$ cat src/rtl/periph_bus_master.sv
// Peripheral register bus initiator: one command in flight, single-cycle rd/wr strobe, read timeout.
// Latency: write rsp 2 cycles after cmd handshake, read 1 + responder delay, timeout 2 + TIMEOUT_CYC.
// Backpressure: holds response until rsp_ready, cmd_ready low meanwhile; PERIPH_MASTER_ERRCNT_EN adds err_cnt.
module periph_bus_master #(
    parameter int          TIMEOUT_CYC  = 16,
    parameter logic [31:0] TIMEOUT_DATA = 32'hDEAD_BEEF,
    parameter int          CNT_W        = 8
) (
    input  logic             clk_125,
    input  logic             rst_n_125,
    input  logic             cmd_valid,
    output logic             cmd_ready,
    input  logic             cmd_write,
    input  logic [31:0]      cmd_addr,
    input  logic [31:0]      cmd_wdata,
    output logic             rsp_valid,
    input  logic             rsp_ready,
    output logic             rsp_write,
    output logic [31:0]      rsp_rdata,
    output logic             rsp_err,
    output logic [31:0]      peripheral_addr_out,
    output logic [31:0]      peripheral_wdata_out,
    output logic             peripheral_read_en,
    output logic             peripheral_write_en,
    input  logic [31:0]      peripheral_rdata_in,
    input  logic             peripheral_rdata_in_en,
    output logic [CNT_W-1:0] err_cnt
);

    typedef enum logic [1:0] {IDLE, ISSUE, WAIT_RD, RESP} state_t;

    typedef struct packed {
        logic        write;
        logic        err;
        logic [31:0] rdata;
    } rsp_t;

    localparam logic [7:0] WAIT_LAST = 8'(TIMEOUT_CYC - 1);

    state_t     state;
    rsp_t       rsp_q;
    logic [7:0] wait_cnt;
    logic       is_write;
    logic       wait_expired;

    assign wait_expired = (wait_cnt == WAIT_LAST);

    assign rsp_write = rsp_q.write;
    assign rsp_err   = rsp_q.err;
    assign rsp_rdata = rsp_q.rdata;

    always_ff @(posedge clk_125) begin
        if (!rst_n_125) begin
            state                <= IDLE;
            cmd_ready            <= 1'b1;
            rsp_valid            <= 1'b0;
            rsp_q                <= '0;
            peripheral_addr_out  <= '0;
            peripheral_wdata_out <= '0;
            peripheral_read_en   <= 1'b0;
            peripheral_write_en  <= 1'b0;
            wait_cnt             <= '0;
            is_write             <= 1'b0;
        end else begin
            // Strobes are single-cycle: only the IDLE accept path raises them.
            peripheral_read_en  <= 1'b0;
            peripheral_write_en <= 1'b0;
            case (state)
                IDLE: begin
                    if (cmd_valid && cmd_ready) begin
                        peripheral_addr_out  <= cmd_addr;
                        peripheral_wdata_out <= cmd_wdata;
                        peripheral_write_en  <= cmd_write;
                        peripheral_read_en   <= !cmd_write;
                        is_write             <= cmd_write;
                        cmd_ready            <= 1'b0;
                        state                <= ISSUE;
                    end
                end
                ISSUE: begin
                    if (is_write) begin
                        rsp_q     <= '{write: 1'b1, err: 1'b0, rdata: 32'h0};
                        rsp_valid <= 1'b1;
                        state     <= RESP;
                    end else if (peripheral_rdata_in_en) begin
                        rsp_q     <= '{write: 1'b0, err: 1'b0, rdata: peripheral_rdata_in};
                        rsp_valid <= 1'b1;
                        state     <= RESP;
                    end else begin
                        wait_cnt <= '0;
                        state    <= WAIT_RD;
                    end
                end
                WAIT_RD: begin
                    // Arriving data takes priority over an expiring counter.
                    if (peripheral_rdata_in_en) begin
                        rsp_q     <= '{write: 1'b0, err: 1'b0, rdata: peripheral_rdata_in};
                        rsp_valid <= 1'b1;
                        state     <= RESP;
                    end else if (wait_expired) begin
                        rsp_q     <= '{write: 1'b0, err: 1'b1, rdata: TIMEOUT_DATA};
                        rsp_valid <= 1'b1;
                        state     <= RESP;
                    end else begin
                        wait_cnt <= wait_cnt + 8'd1;
                    end
                end
                RESP: begin
                    if (rsp_ready) begin
                        rsp_valid <= 1'b0;
                        cmd_ready <= 1'b1;
                        state     <= IDLE;
                    end
                end
                default: state <= IDLE;
            endcase
        end
    end

`ifdef PERIPH_MASTER_ERRCNT_EN
    logic timeout_hit;

    assign timeout_hit = (state == WAIT_RD) && !peripheral_rdata_in_en && wait_expired;

    always_ff @(posedge clk_125) begin
        if (!rst_n_125) begin
            err_cnt <= '0;
        end else if (timeout_hit && (err_cnt != '1)) begin
            err_cnt <= err_cnt + CNT_W'(1);
        end
    end
`else
    assign err_cnt = '0;
`endif

endmodule

$ cat config.mk
export PLATFORM = sky130hd
export DESIGN_NAME = periph_bus_master
export DESIGN_NICKNAME = d
export VERILOG_FILES = /design/src/rtl/periph_bus_master.sv
export SDC_FILE = /design/constraint.sdc
export NUM_CORES = 1
export LEC_CHECK = 0
export BUFFER_PORTS_ARGS = -buffer_cell sky130_fd_sc_hd__buf_2
export CAP_MARGIN = 20
export CORE_ASPECT_RATIO = 0.7
export CORE_MARGIN = 2
export CORE_UTILIZATION = 46
export CTS_CLUSTER_SIZE = 24
export DETAILED_ROUTE_END_ITERATION = 8
export PLACE_DENSITY = 0.82
export SETUP_SLACK_MARGIN = 0.05
export SLEW_MARGIN = 20
export SYNTH_ARGS = -nofsm -noshare
export SYNTH_HDL_FRONTEND = slang
export SYNTH_SLANG_ARGS = --single-unit
$ cat constraint.sdc
create_clock -name clk_125 -period 1.97 [get_ports clk_125]
set_input_delay 0.394 -clock clk_125 [delete_from_list [all_inputs] [get_ports clk_125]]
set_output_delay 0.394 -clock clk_125 [all_outputs]
set_load 0.01 [all_outputs]
* Word level (Yosys, flattened, before mapping)
Index checks and enable logic that the tools add are counted.
** Cells by class
- Equal/unequal tests :: 12
- Muxes and demuxes :: 26
- Reduce and logical (&&, ||, !) cells :: 13
- Add/subtract/negate cells :: 1
** Operators with widths (number)
- 34-bit two-way mux :: 4
- 34-bit one-hot mux with 2 select lines :: 1
- 8-bit two-way mux :: 4
- 8-bit one-hot mux with 2 select lines :: 1
- 2-bit inequality test, second input constant :: 6
- 3-bit AND reduction :: 4
- 1-bit two-way mux :: 9
- 8-bit by 1-bit adder with 8-bit output, second input constant :: 1
- 8-bit by 4-bit == test with 1-bit output, second input constant :: 1
- 2-bit two-way mux :: 4
- 2-bit one-hot mux with 4 select lines :: 1
- 3-bit inequality test, second input constant :: 2
- 5-bit AND reduction :: 1
- 2-bit == test, second input constant :: 2
- 4-bit AND reduction :: 1
- 2-bit nonzero test :: 2
- 1-bit one-hot mux with 3 select lines :: 1
- 3-bit nonzero test :: 1
- 2-bit by 1-bit == test with 1-bit output, second input constant :: 1
- 2-bit logical NOT :: 1
- 1-bit one-hot mux with 2 select lines :: 1
- 2-bit AND reduction :: 1
- 1-bit logical AND :: 1
- 1-bit logical NOT :: 1
** Word-level totals
- Output and inout bits :: 110
- Input bits :: 102
- Bits in registers :: 113
- Word-level logic and storage cells :: 64

* Depth between registers and ports, before layout
Gate-level depths: netlist (run 1).
- Depth in word-level cells :: 4
- Depth in mapped cells :: 8

* Worst setup path before layout (run 1)
Ideal clock, no wire load.
- Path kind :: reg-to-reg
- Start :: reg state[0]
- End :: reg rsp_q (netlist bit rsp_rdata[10])
- Data required time :: 1911 ps
- Stages on the path, launching flop included :: 8
- Setup time :: 59 ps
- Setup slack :: 241 ps
- Path buffers :: 2
- Clock period less this slack :: 1729 ps
- Arrival time :: 1671 ps
- Cell sequence :: dfxtp_1 > inv_1 > ha_1 > buf_2 > o22ai_1 > clkbuf_1 > a21o_1 > o211a_1
** On the way
- Cells in the longest elaborated chain, start to end :: 3
- Elaborated cells between the ends (all ways) :: 7
- Classes of those cells :: eq/ne (4); mux (1); reduce/logical (2)
** RTL lines
- start, declared :: RTL line 40 : state_t state;
- start signal, assigned :: RTL line 54 : state <= IDLE;
- start signal, assigned :: RTL line 77 : state <= ISSUE;
- start signal, assigned :: RTL line 84 : state <= RESP;
- 2-bit == test or 2-bit by 1-bit == test with 1-bit output (tied branches) :: RTL line 68 : case (state)
- 3-bit inequality test (no line) or 2-bit nonzero test (tied branches)
- 3-bit AND reduction (no line)
- end signal, assigned :: RTL line 82 : rsp_q <= '{write: 1'b1, err: 1'b0, rdata: 32'h0};
- end signal, assigned :: RTL line 86 : rsp_q <= '{write: 1'b0, err: 1'b0, rdata: peripheral_rdata_in};
- end signal, assigned :: RTL line 97 : rsp_q <= '{write: 1'b0, err: 1'b0, rdata: peripheral_rdata_in};
- end, declared :: RTL line 41 : rsp_t rsp_q;
Several ways; a longest one is shown, not always the timed one.
A chain may end at the register's enable or synchronous reset.

* Worst setup path after layout (run 1)
- Start :: reg wait_cnt[0]
- End :: reg rsp_q (netlist bit rsp_rdata[21])
** On the way
- Cells in the longest elaborated chain, start to end :: 3
** RTL lines
- start, declared :: RTL line 42 : logic [7:0] wait_cnt;
- start signal, assigned :: RTL line 105 : wait_cnt <= wait_cnt + 8'd1;
- 8-bit by 4-bit == test with 1-bit output :: RTL line 46 : assign wait_expired = (wait_cnt == WAIT_LAST);
- 3-bit inequality test (no line)
- 3-bit AND reduction (no line)
No other way between the ends.

==> results of run 1 <==
-- synth_stat cells (all sizes together) (4+ instances only) --
cell type	n	area (µm²)
a21oi	72	360.4
a21o	24	180.2
dfxtp	113	2262
clkbuf	31	116.4
nand2	140	525.5
nand3	11	55.05
nor3	4	25.02
ha	6	75.07
or3	5	36.28
o21ai	8	47.54
buf	14	102.6
o211a	25	250.2
a22o	8	70.07
inv	9	33.79
-- worst max-delay path by stage --
stage,end
after floorplan,rsp_rdata[10]$_SDFFE_PN0P_
after global placement,rsp_rdata[12]$_SDFFE_PN0P_
after detailed placement,rsp_rdata[6]$_SDFFE_PN0P_
after CTS,rsp_rdata[21]$_SDFFE_PN0P_
after global routing,rsp_rdata[21]$_SDFFE_PN0P_
final,rsp_rdata[21]$_SDFFE_PN0P_
-- power by group through the flow --
| stage | Combinational (mW) | Clock [mW] | Sequential (mW) |
|---|---|---|---|
| final | 2.43 | 3.05 | 3.02 |
| after CTS | 2.42 | 3.10 | 3.02 |
| after global placement | 2.34 | 0 | 3.03 |
| after global routing | 2.68 | 3.20 | 3.08 |
| after detailed placement | 2.41 | 0 | 3.06 |
| after floorplan | 1.29 | 0 | 3.26 |
-- worst reg2reg max path, delay by kind of cell, from the launching register on --
family,cells,cell delay [ns]
buffers and inverters,2,0.44
DFF,1,0.38
adders and majority gates,1,0.23
AOI/OAI and AO/OA,2,0.44
and+or+nand+nor,2,0.27
-- per-stage QoR --
step                utilization (%)  instance area, µm²
global route                  67.30                6202
finish                        67.30                6202
detailed placement            60.40                5567
floorplan                         -                4462
CTS                           66.87                6163
global placement              60.40                5567
-- sequential cells by signal (all words and copies together), names as in the netlist --
register	flops
peripheral_wdata_out	32
rsp_err	1
is_write	1
state	2
peripheral_write_en	1
rsp_write	1
wait_cnt	8
rsp_valid	1
rsp_rdata	32
peripheral_addr_out	32
peripheral_read_en	1
cmd_ready	1
-- cell type report --
type	count	share of cell area, %
inverters	9	0.5447
clock inverters	11	2.199
clock buffers	21	7.424
multi-input cells	351	32.10
repair buffers	216	18.76
well taps	124	2.502
flip-flops and latches	113	36.47
-- layer usage --
layer / GRT usage [%] / up-vias
li1: - / 2141
met5: 0 / -
met4: 11.08 / 0
met2: 37.44 / 147
met3: 7.048 / 22
met1: 25.87 / 1942
-- cells by family after synthesis --
logic type                 synth area share, %
AOI/OAI and AO/OA                        23.55
adders and majority gates                1.692
buffers and inverters                    5.698
DFF                                      51.00
muxes                                   0.2257
other                                  0.08455
and+or+nand+nor                          17.74
-- timing repair --
item / 4_1_cts / 5_1_grt
endpoints found under the setup margin: 0 / 33
gates resized for setup: 0 / 6
setup buffers: 0 / 1
hold endpoints to repair: 0 / 0
hold buffers: 0 / 0
==> qor.txt, run 1 <==
=================================================================================
Outcome                                                              finished, final reports clean
Max-cap viol count                                                              0
Post-synth top flop                                                  sky130_fd_sc_hd__dfxtp_1
Max Used Layer                                                               met4
First-pass GRT wire length                                               18.30 mm
Slowest stage delay, CP                                                   0.38 ns
Core outline area                                                        9216 µm²
Family with the most delay on the worst path                         buffers and inverters
Most common cell after layout, fill and taps aside                   sky130_fd_sc_hd__buf_2
Mapped Avg Cell Area                                                    8.680 µm²
Fin crit period                                                          1.817 ns
Drt initial violations                                                        200
Power after layout                                                       8.504 mW
Number of pins with negative max-slew slack in the final report                 0
Buffers added on ports                                                        203
Number of synthesized flops with an enable pin                                  0
Share of cells above drive strength 1                                      36.06%
Number of antenna violations at the first check in global routing               0
Element type at the critical path start                                      flop
Peak fanout along the critical path                                            25
Leak Pwr                                                                 3.120 nW
Half-perimeter wire length of the detailed placement result              8.481 mm
Distinct cell type count of the synthesized netlist                            47
Synth-to-layout area growth                                                39.83%
Total congestion overflow after global routing                                  0
CP Buf/Inv Count                                                                2
Crit path arrival time                                                    2.17 ns
Min-Delay Path Depth                                                            2
Setup repair after global routing missed its margin                         false
Count of mapped cells out of synthesis                                        511
Peak ir drop on the vdd network                                         0.9137 mV
Number of buffers created by CTS                                               17
Async set-or-reset flop fraction in the synthesized netlist                    0%
Number of diodes                                                                0
Longest Clk Path Bufs                                                           2
Maximum number of pins on one net before global-route repair                   67
Combinational Power Share                                                   28.6%
DRC errors left                                                                 0
Width of the chip                                                        121.4 µm
CTS Root Buffer Type                                                 sky130_fd_sc_hd__clkbuf_16
DRT Wirelength                                                           11.81 mm
Critical path type                                                     reg -> reg
Register clock-pin slew on the reported worst setup and hold paths        0.05 ns
Placed cells                                                                  812
Multi-input gate area                                                    1991 µm²
Row count                                                                      29
Cell depth of the worst flop-to-flop path                                       7
Worst-case hold path end point                                       peripheral_read_en$_SDFF_PN0_
Switch share                                                               31.29%
Top-level port count                                                          212
Detailed route wirelength on metal3                                        781 µm
Top library cells by usage in the layout, fill and taps aside        sky130_fd_sc_hd__buf_2 (203), sky130_fd_sc_hd__nand2_1 (140), sky130_fd_sc_hd__dfxtp_1 (113)
Number of nets with antenna violations after detailed routing                   0
Die Footprint                                                           10460 µm²
Total power per unit cell area                                        1371 nW/µm²
Worst hold slack across all endpoints                                   0.1877 ns
Vias per inst                                                               5.032
Routed wire per std cell                                                 13.97 µm
Clock sinks                                                                   113
Number of nets in the finished design                                         816
Sequence of cells on the critical path                               ha_1 > nand4b_1 > buf_4 > o211ai_2 > and2b_1 > buf_4 > o211a_1
Count of filler cells inserted in the layout                                  742
Worst clock skew on the final layout                                  0.008201 ns
Via count of the first global-routing pass                                   4007
Wire length on met2                                                      5.871 mm
Sum Neg Setup Slack                                                          0 ns
Critical register-to-register path startpoint                        wait_cnt[0]$_SDFFE_PN0P_
Slowest stage cell, crit path                                        sky130_fd_sc_hd__dfxtp_1
Number of synthesized register bits                                           113
CTS tree                                                                    built
Post-synthesis instance area                                             4436 µm²
Clock insertion delay at the later pin of the skew report                 0.41 ns
Element type at the critical path end                                        flop
Number of setup violations in the final report                                  0
Fraction of the yosys area taken by sequential cells                       51.00%
Clock group share of total power                                            35.8%
Kind of path behind the tightest hold check                             in -> reg
Worst Setup Slack, final                                                0.1532 ns
Wire length on met1                                                      4.936 mm
First element of the critical path                                   wait_cnt[0]$_SDFFE_PN0P_
Worst reg2reg setup slack                                                 0.15 ns
Critical hold path startpoint                                           cmd_write
Count of final hold-check violations                                            0
Sequential cell area in the final layout                                 2262 µm²
Final weighted congestion in routability-driven placement                  0.8578
Net switching power                                                      2.661 mW
R2R Path End                                                         rsp_rdata[21]$_SDFFE_PN0P_
Required time at the endpoint of the critical path                        2.32 ns
Reg power frac                                                              35.5%
Worst setup slack before clock tree synthesis                           0.1336 ns
Most frequent cell on the critical path                              sky130_fd_sc_hd__buf_4
Overall routing resource usage                                             22.29%
Die boundary height                                                      86.16 µm
Final non-filler cell total                                                   845
Internal power of the cells                                              5.844 mW
Final Cycle Share                                                          92.22%
Stages on the worst setup path                                                  7
Total number of H-tree levels                                                   4
Initial DRT Pass Iterations                                                     6
Highest clock frequency the design can meet                             550.4 MHz
Synth Warn #                                                                    0
Starting density of the core                                               48.13%
Vias post-DR                                                                 4252
=================================================================================
No activity file was read; power rests on OpenSTA's default activity.
==> inputs of run 2 (changes only) <==
Settings changed: PLACE_DENSITY 0.82 to 0.91.
==> run 2 against run 1 <==
Compared with the run above: count of clock-buffer cells in the layout did not move; register-to-register slack improved by 0.03 ns; final area fell by 0.24%.
==> qor.txt, run 2 (same netlist as run 1, synthesis figures left out) <==
=================================================================================
Placed cells                                                                  810
Post-layout utilization of the core                                        67.13%
Row count                                                                      29
Clock insertion delay at the later pin of the skew report                 0.40 ns
First-pass GRT wire length                                               19.44 mm
Width of the chip                                                        121.4 µm
Final non-filler cell total                                                   842
Number of setup violations in the final report                                  0
Number of nets in the finished design                                         813
Routed wire per std cell                                                 14.30 µm
Peak ir drop on the vdd network                                         0.7693 mV
CTS Root Buffer Type                                                 sky130_fd_sc_hd__clkbuf_16
Half-perimeter wire length of the detailed placement result              8.414 mm
Fin crit period                                                          1.785 ns
Total power per unit cell area                                        1391 nW/µm²
Post-route standard cell area excluding fillers                          6187 µm²
Share of cells above drive strength 1                                      35.65%
Register clock-pin slew on the reported worst setup and hold paths        0.05 ns
Overall routing resource usage                                             23.10%
Met3 usage                                                                 6.582%
Synth-to-layout area growth                                                39.49%
Kind of path behind the tightest hold check                             in -> reg
Number of pins with negative max-slew slack in the final report                 0
Vias post-DR                                                                 4375
Number of antenna violations at the first check in global routing               0
Maximum number of pins on one net before global-route repair                   67
DRT Wirelength                                                           12.04 mm
DRC errors left                                                                 0
Die Footprint                                                           10460 µm²
Worst hold slack across all endpoints                                   0.1995 ns
Top library cells by usage in the layout, fill and taps aside        sky130_fd_sc_hd__buf_2 (203), sky130_fd_sc_hd__nand2_1 (140), sky130_fd_sc_hd__dfxtp_1 (113)
Core outline area                                                        9216 µm²
GRT met2 Usage                                                             40.65%
Setup repair after global routing missed its margin                          true
Grt peak-use layer                                                           met2
Initial DRT Pass Iterations                                                     5
Final weighted congestion in routability-driven placement                  0.7895
Number of diodes                                                                0
Element type at the critical path start                                      flop
Number of buffers created by CTS                                               17
Sum Neg Setup Slack                                                          0 ns
Total congestion overflow after global routing                                  0
Clock sinks                                                                   113
Final Cycle Share                                                          90.61%
Global routing usage on met1                                               27.15%
Worst clock skew on the final layout                                  0.009309 ns
Number of nets with antenna violations after detailed routing                   0
Count of final hold-check violations                                            0
Die boundary height                                                      86.16 µm
Starting density of the core                                               48.13%
Peak fanout along the critical path                                             8
Leak Pwr                                                                 3.109 nW
CTS tree                                                                    built
Buffers added on ports                                                        203
Element type at the critical path end                                        flop
Via count of the first global-routing pass                                   4331
Highest clock frequency the design can meet                             560.2 MHz
Required time at the endpoint of the critical path                        2.25 ns
Crit path arrival time                                                    2.07 ns
Drt initial violations                                                        202
Longest Clk Path Bufs                                                           2
Critical path type                                                     reg -> reg
Total number of H-tree levels                                                   4
Max-cap viol count                                                              0
Vias per inst                                                               5.196
Most common cell after layout, fill and taps aside                   sky130_fd_sc_hd__buf_2
Outcome                                                              finished, final reports clean
Instance area at placement                                               5552 µm²
Top-level port count                                                          212
=================================================================================
[run 2: changes by cell type in the layout (fill, tap and decap cells not counted)]
| cell | previous run | this run |
|---|---|---|
| sky130_fd_sc_hd__o21ai_2 | 1 | 2 |
| sky130_fd_sc_hd__clkinv_2 | 6 | 5 |
| sky130_fd_sc_hd__clkbuf_1 | 2 | 3 |
| sky130_fd_sc_hd__clkbuf_8 | 2 | 1 |
| sky130_fd_sc_hd__o21ai_4 | 1 | 0 |
| sky130_fd_sc_hd__bufinv_16 | 3 | 4 |
| sky130_fd_sc_hd__buf_4 | 9 | 6 |
[run 2: what timing repair did]
| action | 4_1_cts | 5_1_grt |
|---|---|---|
| buffers inserted | 0 | 0 |
| setup endpoints to repair | 8 | 35 |
| hold buffers | 0 | 0 |
| resized for setup | 1 | 4 |
[run 2: critical path, cell delays in order, from the launching register on]
cell                        delay [ns]
sky130_fd_sc_hd__dfxtp_1          0.38
sky130_fd_sc_hd__ha_1             0.22
sky130_fd_sc_hd__nand4b_1         0.27
sky130_fd_sc_hd__o21ai_2          0.36
sky130_fd_sc_hd__o2bb2ai_2        0.18
sky130_fd_sc_hd__a22o_1           0.27
[run 2: power breakdown]
part           total, mW  leakage [nW]  internal [mW]  switching, mW
Clock               3.13         0.301           2.14          0.996
Sequential          3.03         0.925           2.77          0.264
Combinational       2.44          1.88           1.03           1.41
Total               8.61          3.11           5.94           2.67
[run 2: layout make-up]
cell class                 instances  area, µm²
fill                             733       3029
sequential                       113       2262
multi-input combinational        351       1983
timing repair buffer             213       1141
clock buffer                      21      450.4
clock inverter                    11      161.4
tap                              124      155.1
inverter                           9      33.78
[run 2: metrics by stage]
stage	setup WS [ns]	power, mW
after detailed placement	-0.007861	5.468
final	0.1851	8.607
after floorplan	0.2406	4.546
after global placement	0.1957	5.347
after global routing	0.03788	9.069
after CTS	0.05501	8.643
[run 2: final timing paths]
kind                                                              to  cells past startpoint  slack [ns]                                 start
worst max-delay path                      rsp_rdata[29]$_SDFFE_PN0P_                      5        0.19              wait_cnt[0]$_SDFFE_PN0P_
worst min-delay path                   peripheral_read_en$_SDFF_PN0_                      2        0.20                             cmd_write
worst min register to register  peripheral_addr_out[24]$_SDFFE_PN0P_                      2        0.45  peripheral_addr_out[24]$_SDFFE_PN0P_
worst max register to register            rsp_rdata[29]$_SDFFE_PN0P_                      5        0.19              wait_cnt[0]$_SDFFE_PN0P_
[run 2: layer usage]
metal | vias to the layer above | part of all wire [%]
met2 | 185 | 51
met5 | - | 0
met1 | 2029 | 41
li1 | 2139 | -
met4 | 0 | 1.7
met3 | 22 | 6.5
